==> src/rtl/lcd_fifo_sched.sv <==
// lcd_fifo_sched: round-robin cmd/pix arbiter onto the LCD FIFO write port and timed LCD bus writer draining its read port
module lcd_fifo_sched #(
  parameter int DATA_WIDTH = 8,
  parameter int T_SETUP    = 1,
  parameter int T_WR       = 2,
  parameter int T_HOLD     = 1,
  parameter int CNT_WIDTH  = 4
) (
  input  logic                  clk,
  input  logic                  rst,
  input  logic                  cmd_valid,
  input  logic [DATA_WIDTH-1:0] cmd_data,
  output logic                  cmd_ready,
  input  logic                  pix_valid,
  input  logic [DATA_WIDTH-1:0] pix_data,
  output logic                  pix_ready,
  output logic [DATA_WIDTH:0]   fifo_wdata,
  output logic                  fifo_winc,
  input  logic                  fifo_wfull,
  input  logic [DATA_WIDTH:0]   fifo_rdata,
  output logic                  fifo_rinc,
  input  logic                  fifo_rempty,
  output logic                  lcd_cs_n,
  output logic                  lcd_wr_n,
  output logic                  lcd_dc,
  output logic [DATA_WIDTH-1:0] lcd_data,
  output logic                  busy
);
  typedef enum logic [1:0] {IDLE, SETUP, STROBE, HOLD} state_t;
  localparam logic [CNT_WIDTH-1:0] LD_SETUP = CNT_WIDTH'(T_SETUP - 1);
  localparam logic [CNT_WIDTH-1:0] LD_WR    = CNT_WIDTH'(T_WR - 1);
  localparam logic [CNT_WIDTH-1:0] LD_HOLD  = CNT_WIDTH'(T_HOLD - 1);
  state_t                state, state_n;
  logic [CNT_WIDTH-1:0]  cnt, cnt_n;
  logic                  last_pix, cmd_el, pix_el, grant_cmd, grant_pix, dc_n;
  logic [DATA_WIDTH-1:0] data_n;
  assign cmd_el     = cmd_valid & ~fifo_wfull;
  assign pix_el     = pix_valid & ~fifo_wfull;
  assign grant_pix  = pix_el & (~cmd_el | ~last_pix);
  assign grant_cmd  = cmd_el & ~grant_pix;
  assign cmd_ready  = grant_cmd;
  assign pix_ready  = grant_pix;
  assign fifo_winc  = grant_cmd | grant_pix;
  assign fifo_wdata = grant_cmd ? {1'b0, cmd_data} : {1'b1, pix_data};
  assign busy       = state != IDLE;
  always_ff @(posedge clk or posedge rst)
    if (rst) last_pix <= 1'b0;
    else if (fifo_winc) last_pix <= grant_pix;
  always_comb begin
    state_n   = state;
    cnt_n     = cnt;
    dc_n      = lcd_dc;
    data_n    = lcd_data;
    fifo_rinc = 1'b0;
    case (state)
      IDLE:
        if (!fifo_rempty) begin
          state_n = SETUP;
          cnt_n   = LD_SETUP;
          dc_n    = fifo_rdata[DATA_WIDTH];
          data_n  = fifo_rdata[DATA_WIDTH-1:0];
        end
      SETUP: begin
        state_n = cnt == '0 ? STROBE : SETUP;
        cnt_n   = cnt == '0 ? LD_WR : cnt - 1'b1;
      end
      STROBE: begin
        state_n = cnt == '0 ? HOLD : STROBE;
        cnt_n   = cnt == '0 ? LD_HOLD : cnt - 1'b1;
      end
      HOLD: begin
        state_n   = cnt == '0 ? IDLE : HOLD;
        cnt_n     = cnt == '0 ? cnt : cnt - 1'b1;
        fifo_rinc = cnt == '0 && !fifo_rempty;
      end
      default: state_n = IDLE;
    endcase
  end
  // bus pins are registered from the next state so they switch cleanly on state entry
  always_ff @(posedge clk or posedge rst)
    if (rst) begin
      state    <= IDLE;
      cnt      <= '0;
      lcd_cs_n <= 1'b1;
      lcd_wr_n <= 1'b1;
      lcd_dc   <= 1'b0;
      lcd_data <= '0;
    end else begin
      state    <= state_n;
      cnt      <= cnt_n;
      lcd_cs_n <= state_n == IDLE;
      lcd_wr_n <= state_n != STROBE;
      lcd_dc   <= dc_n;
      lcd_data <= data_n;
    end
endmodule

==> config.mk <==
export PLATFORM = sky130hd
export DESIGN_NAME = lcd_fifo_sched
export DESIGN_NICKNAME = d
export VERILOG_FILES = /design/src/rtl/lcd_fifo_sched.sv
export SDC_FILE = /design/constraint.sdc
export NUM_CORES = 1
export LEC_CHECK = 0
export CAP_MARGIN = 20
export CORE_ASPECT_RATIO = 1.75
export CORE_MARGIN = 4
export CORE_UTILIZATION = 38
export CTS_BUF_LIST = sky130_fd_sc_hd__clkbuf_4
export CTS_CLUSTER_SIZE = 16
export DETAILED_ROUTE_END_ITERATION = 10
export PLACE_DENSITY = 0.81
export RECOVER_POWER = 50
export SYNTH_ARGS = -nofsm -noshare
export SYNTH_HDL_FRONTEND = slang
export SYNTH_SLANG_ARGS = --single-unit
==> constraint.sdc <==
create_clock -name clk -period 1.6 [get_ports clk]
set_input_delay 0.24 -clock clk [delete_from_list [all_inputs] [get_ports clk]]
set_output_delay 0.24 -clock clk [all_outputs]
set_load 0.01 [all_outputs]
==> summary.txt <==
Synth
  – FFs w/ async S/R, synth: 100%
  – Yosys top cell area share: 42.2%
  – Total of warnings raised by yosys: 0
  – EDFF count, synth: 0
  – Synthesized area: 948 µm²
  – Synth Area in Simple Gates: 14.2%
  – XOR/XNOR Fraction of Synth Area: 0.923%
  – Net count after synthesis: 110
  – Post-Syn Instances: 78
  – Mux share of post-synthesis cell area: 20.2%
  – Ys flop type: dfrtp_1
  – Main combinational cell family by area after synthesis: multiplexers
  – Post-Syn Area per Cell: 12.2 µm²
  – Area leader, netlist: dfrtp_1
  – Netlist cell types: 29
  – Synthesized flop and latch total: 18
  – Sequential share of the synthesized area: 47.8%
  – Area contributors post-synth: dfrtp_1 42%, mux2_2 15%, dfstp_2 5.5%
  – Compound-gate portion of the synthesized area: 10.9%
  – Post-synthesis adder-cell area fraction: 1.32%

Setup path
  – Worst path required time: 1.36 ns
  – Crit Path Class: reg2out
  – WP data arrival: 1.63 ns
  – Worst path max stage delay: 0.46 ns
  – Crit end category: output pin
  – CP max-delay cell: dfrtp_2
  – Critical path cell sequence: o211ai_4, buf_6, mux2_4, buf_6
  – Crit start category: flip-flop
  – Top cell by count, worst path: buf_6
  – Worst Path Max Fanout: 5

Flow run
  – Number of max-cap violations: 0

Clock tree
  – Skew-Pair Late Insertion Delay: 0.29 ns
  – TritonCTS clock tree: yes
  – H-tree levels: 1
  – Worst-path clk slew: 0.11 ns
  – Clk sink count: 18
  – Buffer depth of the longest clock path: 2
  – Root Buffer Master: clkbuf_4
  – CTS Buf Count: 3
  – Hold_buf cts: 0

Timing
  – Setup Skew: 0.00545 ns
  – Worst-margin pin slew: 0.996 ns
  – RSZ-0062 raised after global routing: yes
  – Crit share post-route: 117%
  – Min cycle time layout: 1.87 ns
  – Final Hold Slack: 0.493 ns
  – Final worst slack: -0.271 ns
  – Final hold violations: 0
  – Slew HR: 33.6%
  – # setup viols final: 10
  – Pins Over Slew Limit: 0
  – Fmax: 0.535 GHz

Drt
  – ANT nets after route: 0
  – DRC violations left: 0
  – Drt via density: 5.20
  – Routed WL per cell: 19.0 µm
  – Vias post-DR: 1003
  – Post-Route WL: 3670 µm
  – DR iter-0 viols: 24
  – Initial DRT Pass Iterations: 4

Floorplanning
  – Area of the core: 2330 µm²
  – Ports: 56
  – Die W: 45.8 µm
  – Die area: 3390 µm²
  – Starting Density: 40.7%
  – Die H: 74.1 µm
  – Std-Cell Rows: 23

Min path
  – Worst hold-check path type: reg2reg

Placement
  – Place WS: -0.682 ns
  – GPL Wtd Cong: 0.753
  – Post-detailed-placement half-perimeter wirelength: 2340 µm
  – PortBufs: 55
  – Placed insts: 172

Pwr
  – Pwr Total: 2650 µW
  – VDD IR max: 916 µV
  – Power per cell area: 1400 nW/µm²
  – Leakage power: 0.000886 µW

Final layout
  – # diodes: 0
  – Most common cell after layout, fill and taps aside: clkdlybuf4s50_1
  – Most frequent cells in the layout: 36 x clkdlybuf4s50_1, 20 x buf_4, 19 x buf_6
  – Nets@finish: 201
  – Final core utilization: 81.3%
  – Share of layout cells above drive strength 1: 46.4%
  – P&R area growth vs syn: 99.9%
  – Post-Layout Cell Count: 193

Outcome
  – Outcome: finished, violations left
  – Failing checks: negative setup slack

Global routing
  – Grt ovf: 0
  – Initial antenna violation count: 0
  – GRT Total Usage: 21.5%
  – First-pass GRT wire length: 5230 µm
  – Largest net degree at the start of global routing: 19
  – Number of global-route vias before repair: 1058
cells in the mapped netlist, drive strengths merged (2+ instances only):
library cell and number:
a211oi 2, nor2 8, nor3 2, dfstp 2, a21oi 2, mux2 17
nor3b 3, inv 8, o21ai 4, dfrtp 16
critical path: cells and delay by family (launching register included):
kind                   cells  cell delay [ns]
flip-flops                 1             0.46
buffers and inverters      2             0.27
multiplexers               1             0.30
AO/OA/AOI/OAI              1             0.31
through the flow:
| step | instance area (µm²) | TNS (ns) |
|---|---|---|
| final | 1900 | -2.11 |
| after global routing | 1900 | -2.92 |
| after CTS | 1810 | -1.88 |
| after detailed placement | 1630 | -7.23 |
| after global placement | 1630 | -6.44 |
| after floorplan | 948 | 0 |
cell families after synthesis:
kind of cell | count (synthesis)
adders and majority gates | 1
xor gates and xnor gates | 1
buffers and inverters | 9
muxes | 17
and+or+nand+nor | 19
AOI/OAI and AO/OA | 13
DFF | 18
repair_timing:
item / CTS / global route
setup buffers: 14 / 6
gates resized for setup: 84 / 14
setup endpoints to repair: 15 / 15
cloned: 1 / 0
pin swaps: 4 / 4
routing by layer:
| layer | vias up | GRT usage (%) | wire (µm) |
|---|---|---|---|
| li1 | 464 | - | - |
| met1 | 472 | 20.9 | 1250 |
| met2 | 61 | 41.1 | 1990 |
| met3 | 6 | 6.05 | 364 |
| met4 | 0 | 7.28 | 63 |
| met5 | - | 0 | 0 |
worst paths after layout:
path | start | end | slack, ns | cells past startpoint
max reg2reg | cnt[1]$_DFFE_PP0P_ | cnt[1]$_DFFE_PP0P_ | 0.16 | 6
max in group asynchronous | rst | last_pix$_DFFE_PP0P_ | 0.24 | 3
min reg2reg | lcd_data[6]$_DFFE_PP0P_ | lcd_data[6]$_DFFE_PP0P_ | 0.49 | 1
max | last_pix$_DFFE_PP0P_ | fifo_wdata[2] | -0.27 | 4
min in group asynchronous | rst | cnt[3]$_DFFE_PP0P_ | 0.70 | 3
min | lcd_data[6]$_DFFE_PP0P_ | lcd_data[6]$_DFFE_PP0P_ | 0.49 | 1
area by class of cell:
cell class                      instances  area [µm²]
Inverter                                8        30.0
Clock buffer                            3        22.5
Multi-Input combinational cell         52         542
Sequential cell                        18         454
Timing Repair Buffer                   86         812
Fill cell                             143         435
Clock inverter                          1        3.75
Tap cell                               25        31.3
power breakdown:
group / switching, µW / leakage [µW] / internal (µW) / total [µW]
clock: 141 / 0.0000154 / 90.7 / 232
sequential: 132 / 0.000212 / 682 / 814
combinational: 652 / 0.000658 / 955 / 1610
registers in the layout, indices dropped and copies added, names as in the netlist:
name      count
lcd_dc        1
last_pix      1
lcd_cs_n      1
cnt           4
state         2
lcd_wr_n      1
lcd_data      8
Note: power is estimated with default switching activity, not from simulation.
